File: src/rtl/i2s_pkg.sv
// i2s_pkg: shared constants and types for the I2S playback serializer.
//   FRAME_BITS  - bits per stereo frame (left in [63:32], right in [31:0])
//   SLOT_W      - width of the 64-slot bit counter
//   SLOT_FETCH  - slot on whose entry the next FIFO word is requested
//   SLOT_LOAD   - slot on whose entry the held word moves into the shifter
//   IDLE_SLOT   - slot the counter parks at while disabled, so the first
//                 fall event after enable lands on SLOT_FETCH
//   fetch_state_e - FIFO fetch tracker state
//   i2s_dbg_t   - debug bundle exposed by the top for checkers
package i2s_pkg;

  localparam int FRAME_BITS = 64;
  localparam int SLOT_W     = $clog2(FRAME_BITS);

  localparam logic [SLOT_W-1:0] SLOT_FETCH = SLOT_W'(48);
  localparam logic [SLOT_W-1:0] SLOT_LOAD  = SLOT_W'(1);
  localparam logic [SLOT_W-1:0] IDLE_SLOT  = SLOT_W'(47);

  localparam logic [15:0] UNDERRUN_CNT_MAX = 16'hFFFF;

  typedef enum logic {
    FETCH_IDLE = 1'b0,
    FETCH_PEND = 1'b1
  } fetch_state_e;

  typedef struct packed {
    fetch_state_e      fetch_state;
    logic [SLOT_W-1:0] slot;
    logic              bclk_rise;
    logic              bclk_fall;
  } i2s_dbg_t;

endpackage

File: src/rtl/i2s_playback_tx_bclk_gen.sv
// i2s_bclk_gen: BCLK divider for the I2S playback serializer.
//   clk_i    - block clock
//   reset_i  - asynchronous active-high reset
//   enable_i - 1 = run divider, 0 = hold divider at 0 with BCLK low
//   bclk_o   - registered bit clock, half-period = BCLK_DIV clk
//   rise_o   - one-clk strobe, high in the clk whose edge drives BCLK 0->1
//   fall_o   - one-clk strobe, high in the clk whose edge drives BCLK 1->0
// Parameter BCLK_DIV: clk cycles per BCLK half-period, 2..255.
module i2s_bclk_gen #(
  parameter int BCLK_DIV = 4
) (
  input  logic clk_i,
  input  logic reset_i,
  input  logic enable_i,
  output logic bclk_o,
  output logic rise_o,
  output logic fall_o
);

  localparam logic [7:0] DIV_LAST = 8'(BCLK_DIV - 1);

  logic [7:0] div_cnt_q, div_cnt_d;
  logic       bclk_q, bclk_d;
  logic       term;

  // The strobes coincide with the edge that toggles BCLK, so the top can
  // update its own registers on exactly that edge.
  assign term   = enable_i && (div_cnt_q == DIV_LAST);
  assign rise_o = term && !bclk_q;
  assign fall_o = term && bclk_q;
  assign bclk_o = bclk_q;

  always_comb begin
    div_cnt_d = div_cnt_q;
    bclk_d    = bclk_q;
    if (!enable_i) begin
      div_cnt_d = '0;
      bclk_d    = 1'b0;
    end else if (term) begin
      div_cnt_d = '0;
      bclk_d    = ~bclk_q;
    end else begin
      div_cnt_d = div_cnt_q + 8'd1;
    end
  end

  always_ff @(posedge clk_i or posedge reset_i) begin
    if (reset_i) begin
      div_cnt_q <= '0;
      bclk_q    <= 1'b0;
    end else begin
      div_cnt_q <= div_cnt_d;
      bclk_q    <= bclk_d;
    end
  end

endmodule

File: src/rtl/i2s_playback_tx.sv
// i2s_playback_tx: master-mode I2S serializer at the read end of the
// playback FIFO. Emits BCLK, LRCLK and MSB-first SDATA with the one-BCLK
// I2S delay; one 64-bit stereo frame per 64 BCLK slots.
//   clk_i          - FIFO read clock / block clock
//   reset_i        - asynchronous active-high reset
//   enable_i       - level; 1 = transmit, 0 = idle
//   fifo_data_i    - FIFO q (non-show-ahead, valid one clk after read)
//   fifo_read_o    - one-clk read pulse to FIFO
//   fifo_empty_i   - FIFO read-side empty
//   i2s_bclk_o     - bit clock
//   i2s_lrclk_o    - word select; 0 = left, 1 = right
//   i2s_sdata_o    - serial data
//   underrun_o     - sticky underrun flag
//   underrun_clr_i - one-clk pulse clearing the flag (and the count)
//   dbg_o          - fetch state, slot counter and BCLK strobes
//   underrun_count_o [15:0] - saturating underrun count, present only
//                             when I2S_TX_UNDERRUN_CNT_EN is defined
//
// FIFO handshake: the FIFO is "valid" whenever fifo_empty_i=0; this block
// is "ready" only on the fall event entering SLOT_FETCH, where it issues a
// single fifo_read_o pulse. The word appears on fifo_data_i in the clk
// after the pulse and is captured at the end of that clk.
module i2s_playback_tx
  import i2s_pkg::*;
#(
  parameter int BCLK_DIV = 4
) (
  input  logic                  clk_i,
  input  logic                  reset_i,
  input  logic                  enable_i,
  input  logic [FRAME_BITS-1:0] fifo_data_i,
  output logic                  fifo_read_o,
  input  logic                  fifo_empty_i,
  output logic                  i2s_bclk_o,
  output logic                  i2s_lrclk_o,
  output logic                  i2s_sdata_o,
  output logic                  underrun_o,
  input  logic                  underrun_clr_i,
  output i2s_dbg_t              dbg_o
`ifdef I2S_TX_UNDERRUN_CNT_EN
  ,
  output logic [15:0]           underrun_count_o
`endif
);

  logic rise, fall;

  i2s_bclk_gen #(.BCLK_DIV(BCLK_DIV)) u_bclk_gen (
    .clk_i    (clk_i),
    .reset_i  (reset_i),
    .enable_i (enable_i),
    .bclk_o   (i2s_bclk_o),
    .rise_o   (rise),
    .fall_o   (fall)
  );

  logic [SLOT_W-1:0]     bit_cnt_q, bit_cnt_d;
  logic [FRAME_BITS-1:0] shift_q, shift_d;
  logic [FRAME_BITS-1:0] hold_q, hold_d;
  fetch_state_e          fetch_q, fetch_d;
  logic                  fifo_read_q, fifo_read_d;
  logic                  lrclk_q, lrclk_d;
  logic                  sdata_q, sdata_d;
  logic                  underrun_q, underrun_d;
  logic                  underrun_ev;

  always_comb begin
    bit_cnt_d   = bit_cnt_q;
    shift_d     = shift_q;
    hold_d      = hold_q;
    fetch_d     = fetch_q;
    fifo_read_d = 1'b0;
    lrclk_d     = lrclk_q;
    sdata_d     = sdata_q;
    underrun_ev = 1'b0;
    if (!enable_i) begin
      // Idle parks one slot before the fetch slot; any word in flight is
      // dropped because fetch_q returns to idle before it can be captured.
      bit_cnt_d = IDLE_SLOT;
      shift_d   = '0;
      hold_d    = '0;
      fetch_d   = FETCH_IDLE;
      lrclk_d   = 1'b1;
      sdata_d   = 1'b0;
    end else begin
      // Capture once the read pulse has retired: FIFO q is valid now.
      if (fetch_q == FETCH_PEND && !fifo_read_q) begin
        hold_d  = fifo_data_i;
        fetch_d = FETCH_IDLE;
      end
      if (fall) begin
        bit_cnt_d = bit_cnt_q + 1'b1;
        lrclk_d   = bit_cnt_d[SLOT_W-1];
        if (bit_cnt_d == SLOT_LOAD) begin
          shift_d = hold_q;
          sdata_d = hold_q[FRAME_BITS-1];
        end else begin
          shift_d = {shift_q[FRAME_BITS-2:0], 1'b0};
          sdata_d = shift_q[FRAME_BITS-2];
        end
        if (bit_cnt_d == SLOT_FETCH) begin
          if (!fifo_empty_i) begin
            fifo_read_d = 1'b1;
            fetch_d     = FETCH_PEND;
          end else begin
            hold_d      = '0;
            underrun_ev = 1'b1;
          end
        end
      end
    end
  end

  // A new underrun outranks a simultaneous clear.
  always_comb begin
    underrun_d = underrun_q;
    if (underrun_ev)         underrun_d = 1'b1;
    else if (underrun_clr_i) underrun_d = 1'b0;
  end

  always_ff @(posedge clk_i or posedge reset_i) begin
    if (reset_i) begin
      bit_cnt_q   <= '0;
      shift_q     <= '0;
      hold_q      <= '0;
      fetch_q     <= FETCH_IDLE;
      fifo_read_q <= 1'b0;
      lrclk_q     <= 1'b0;
      sdata_q     <= 1'b0;
      underrun_q  <= 1'b0;
    end else begin
      bit_cnt_q   <= bit_cnt_d;
      shift_q     <= shift_d;
      hold_q      <= hold_d;
      fetch_q     <= fetch_d;
      fifo_read_q <= fifo_read_d;
      lrclk_q     <= lrclk_d;
      sdata_q     <= sdata_d;
      underrun_q  <= underrun_d;
    end
  end

  assign fifo_read_o = fifo_read_q;
  assign i2s_lrclk_o = lrclk_q;
  assign i2s_sdata_o = sdata_q;
  assign underrun_o  = underrun_q;

  assign dbg_o.fetch_state = fetch_q;
  assign dbg_o.slot        = bit_cnt_q;
  assign dbg_o.bclk_rise   = rise;
  assign dbg_o.bclk_fall   = fall;

`ifdef I2S_TX_UNDERRUN_CNT_EN
  logic [15:0] underrun_cnt_q, underrun_cnt_d;

  // Clear coinciding with an event restarts the count at 1.
  always_comb begin
    underrun_cnt_d = underrun_cnt_q;
    if (underrun_clr_i)
      underrun_cnt_d = underrun_ev ? 16'd1 : 16'd0;
    else if (underrun_ev && underrun_cnt_q != UNDERRUN_CNT_MAX)
      underrun_cnt_d = underrun_cnt_q + 16'd1;
  end

  always_ff @(posedge clk_i or posedge reset_i) begin
    if (reset_i) underrun_cnt_q <= '0;
    else         underrun_cnt_q <= underrun_cnt_d;
  end

  assign underrun_count_o = underrun_cnt_q;
`endif

endmodule

File: config.mk
export PLATFORM = sky130hd
export DESIGN_NAME = i2s_playback_tx
export DESIGN_NICKNAME = d
export VERILOG_FILES = /design/src/rtl/i2s_pkg.sv /design/src/rtl/i2s_playback_tx_bclk_gen.sv /design/src/rtl/i2s_playback_tx.sv
export SDC_FILE = /design/constraint.sdc
export NUM_CORES = 1
export LEC_CHECK = 0
export ABC_CLOCK_PERIOD_IN_PS = 6600
export BUFFER_PORTS_ARGS = -buffer_cell sky130_fd_sc_hd__buf_2
export CORE_ASPECT_RATIO = 0.6
export CORE_UTILIZATION = 30
export DETAILED_ROUTE_END_ITERATION = 6
export SETUP_SLACK_MARGIN = 0.1
export SYNTH_ARGS = -nofsm -noshare
export SYNTH_HDL_FRONTEND = slang
export SYNTH_SLANG_ARGS = --single-unit
File: constraint.sdc
create_clock -name clk_i -period 6.6 [get_ports clk_i]
set_clock_uncertainty 0.2 [all_clocks]
set_input_delay 1.32 -clock clk_i [delete_from_list [all_inputs] [get_ports clk_i]]
set_output_delay 1.32 -clock clk_i [all_outputs]
set_load 0.01 [all_outputs]
==> results.cfg <==
[run_status]
status = completed

[placed_design]
gp_congestion = 0.746
dp_hpwl_um = 11700
dpl-instance-area_mm2 = 0.00808
place_ws_ns = 2.08
port_buffers = 82

[sta]
layout_min_cycle_time_ns = 4.59
finalHoldViolCount = 0
max_freq_ghz = 0.218
slew_viol_final = 0
finalSetupViolations = 0
worstMarginPinSlew_ns = 0.963
max-slew-margin-rel_pct = 35.8
grt_setup_unrepaired = false
fin_ws_ns = 2.01
finalSetupTns_ns = 0
holdWs_ns = 0.293
min_period_over_period_pct = 69.5

[power]
p_int_mw = 1.48
p_switching_mw = 0.439
seqPwrFrac_pct = 46.9
cellPowerDensity_mw_per_mm2 = 223
leakage_nw = 3.21
ir_drop_mv = 0.147
power_mw = 1.92
sw_frac_of_total_pct = 22.9
p_comb_share_pct = 5.2
p_clk_share_pct = 47.9

[run]
cap_violations = 0

[worst_setup_path]
critPathKind = reg2out
crit_fanout = 66
critPathCaptureType = output pin
crit_path_start_kind = flop
cp_data_required_time_ns = 5.08
arrival_ns = 3.07

[yosys]
synth_async_sr_flop_share_pct = 100
synth.distinct_cells = 40
synth_seq_cells = 146
postSynthNetCount = 783
synth-edff-count = 0
synthCells = 710
synth_seq_area_share_pct = 48.1
ys.flop_type = dfrtp_1
yosysWarnings = 0
syn_avg_cell_area_um2 = 10.7
syn-cell-area_mm2 = 0.00760

[final_layout]
syn2layout_area_growth_pct = 13.5
regArea_mm2 = 0.00365
antenna_cells = 0
multi_input_area_mm2 = 0.00324
drive_gt1_share_pct = 17.7
fin_nets = 798
design_area_mm2 = 0.00862
fill_cells = 2445

[global_routing]
grt_most_used_layer = met1
use_met3_pct = 3.89
grt_pass1_wl_um = 32300
antenna_found_initial = 0
grtUsageTotal_pct = 15.6
grtUsageMet2_pct = 20.3
grt_max_degree = 92
gr-total-overflow = 0
met1_usage_pct = 24.6
grt_pass1_vias = 5561

[clocking]
ctsHoldBuffers = 0
cts_tree = yes
numCtsBuffers = 17
post-cts-setup-buffers = 0
clk_latency_ns = 0.42
clkSinkCount = 146
cts-root-buf = clkbuf_16
clockBufferDepth = 2
clk_pin_slew_ns = 0.06
cts.htree.levels = 4
cts_resized = 0

[route]
drt_iter0_markers = 655
drtPass1Iterations = 5
route.vias.total = 6015
routed_wl_um = 20200
ant_nets = 0
post_drt_via_cell_ratio = 5.69
post_drt_wl_per_cell_um = 19.1
drc = 0

[min_path]
min_path_type = reg2reg

[floorplanning]
die_width_um = 207
rows = 44
dieArea_mm2 = 0.0260
start_util_pct = 31.0
die_h_um = 125
core_area_mm2 = 0.0245
ios = 83
## flip-flops by register name, indices dropped and copies added, names as in the netlist
register,cells
i2s_sdata_o,1
fetch_q,1
u_bclk_gen.div_cnt_q,8
underrun_o,1
i2s_lrclk_o,1
bit_cnt_q,5
u_bclk_gen.bclk_o,1
hold_q,64
shift_q,63
fifo_read_o,1
## final timing paths
check	slack, ns	end	cells after the start	startpoint
hold reg to reg	0.29	underrun_o$_DFFE_PP0P_	1	underrun_o$_DFFE_PP0P_
setup reg to reg	2.63	shift_q[40]$_DFFE_PP0P_	7	u_bclk_gen.div_cnt_q[0]$_DFF_PP0_
setup / recovery	2.01	dbg_o[0]	5	u_bclk_gen.div_cnt_q[0]$_DFF_PP0_
min in group asynchronous	0.86	hold_q[27]$_DFF_PP0_	2	reset_i
max in group asynchronous	4.05	hold_q[4]$_DFF_PP0_	3	reset_i
hold / removal	0.29	underrun_o$_DFFE_PP0P_	1	underrun_o$_DFFE_PP0P_
## synth_stat cells, types with 6 or more instances
| library cell | count | area (µm²) |
|---|---|---|
| nor3_1 | 67 | 335 |
| buf_4 | 13 | 97.6 |
| nand3_1 | 10 | 50.1 |
| mux2i_1 | 64 | 641 |
| xnor2_1 | 6 | 52.6 |
| a311oi_1 | 127 | 1110 |
| nand2_1 | 6 | 22.5 |
| dfrtp_1 | 146 | 3650 |
| inv_1 | 71 | 267 |
| clkbuf_1 | 60 | 225 |
| buf_2 | 19 | 95.1 |
| nor2_1 | 10 | 37.5 |
| a311o_1 | 64 | 641 |
## through the flow
stage	instances	utilization, %
after global placement	1028	33.0
after CTS	1058	35.2
final	1058	35.2
after detailed placement	1028	33.0
after global routing	1058	35.2
after floorplan	710	-
## cells in the final DEF, fill, tap and decap left out, types with 2 or more instances in the layout
| cell | synthesis | routed |
|---|---|---|
| clkbuf_1 | 60 | 6 |
| buf_4 | 13 | 11 |
| xnor2_1 | 6 | 6 |
| dfrtp_1 | 146 | 146 |
| inv_1 | 71 | 70 |
| nor3_1 | 67 | 67 |
| a311oi_1 | 127 | 127 |
| mux2i_1 | 64 | 64 |
| a21oi_1 | 2 | 2 |
| o21ai_0 | 2 | 2 |
| ha_1 | 4 | 3 |
| nor4_1 | 5 | 5 |
| inv_6 | 0 | 2 |
| clkinv_2 | 0 | 3 |
| nand2_1 | 6 | 6 |
| a311o_1 | 64 | 64 |
| and3_1 | 4 | 3 |
| buf_2 | 19 | 82 |
| bufinv_16 | 0 | 2 |
| nor2_1 | 10 | 10 |
| xor2_1 | 5 | 5 |
| clkbuf_16 | 0 | 17 |
| nand3_1 | 10 | 10 |
## power groups by stage
| stage | logic (mW) | registers (mW) | clock network [mW] |
|---|---|---|---|
| finish | 0.0992 | 0.902 | 0.921 |
| global route | 0.110 | 0.903 | 0.978 |
| CTS | 0.101 | 0.902 | 0.940 |
| detailed placement | 0.101 | 0.918 | 0 |
| global placement | 0.101 | 0.918 | 0 |
| floorplan | 0.0566 | 0.918 | 0 |
## layer usage
metal / vias to the layer above / routed length (µm)
met1: 2983 / 10200
met3: 13 / 1450
li1: 2811 / -
met4: 0 / 162
met2: 208 / 8380
met5: - / 0
## final cells by class
cell class              instances  area share, %
clock inverters                 6          0.957
well taps                     322           4.67
multi-input cells             394           37.6
repair buffers                 93           5.72
inverters                      73           3.32
clock buffers                  24           5.35
flip-flops and latches        146           42.4
## worst max-delay path: stages, from the launching register on
cell     delay (ns)
dfrtp_1        0.40
ha_1           0.26
or3b_2         0.56
or3_4          0.68
inv_6          0.47
buf_2          0.23
## kinds of logic (layout without fill, tap and decap cells)
logic type / Yosys count / after routing / share of synthesized area (%)
AOI/OAI and AO/OA: 206 / 206 / 24.7
buffers and inverters: 170 / 196 / 9.55
DFF: 146 / 146 / 48.1
and+or+nand+nor: 109 / 109 / 7.34
muxes: 64 / 64 / 8.43
xor gates and xnor gates: 11 / 11 / 1.27
adders and majority gates: 4 / 4 / 0.659
(Power assumes the default switching activity.)
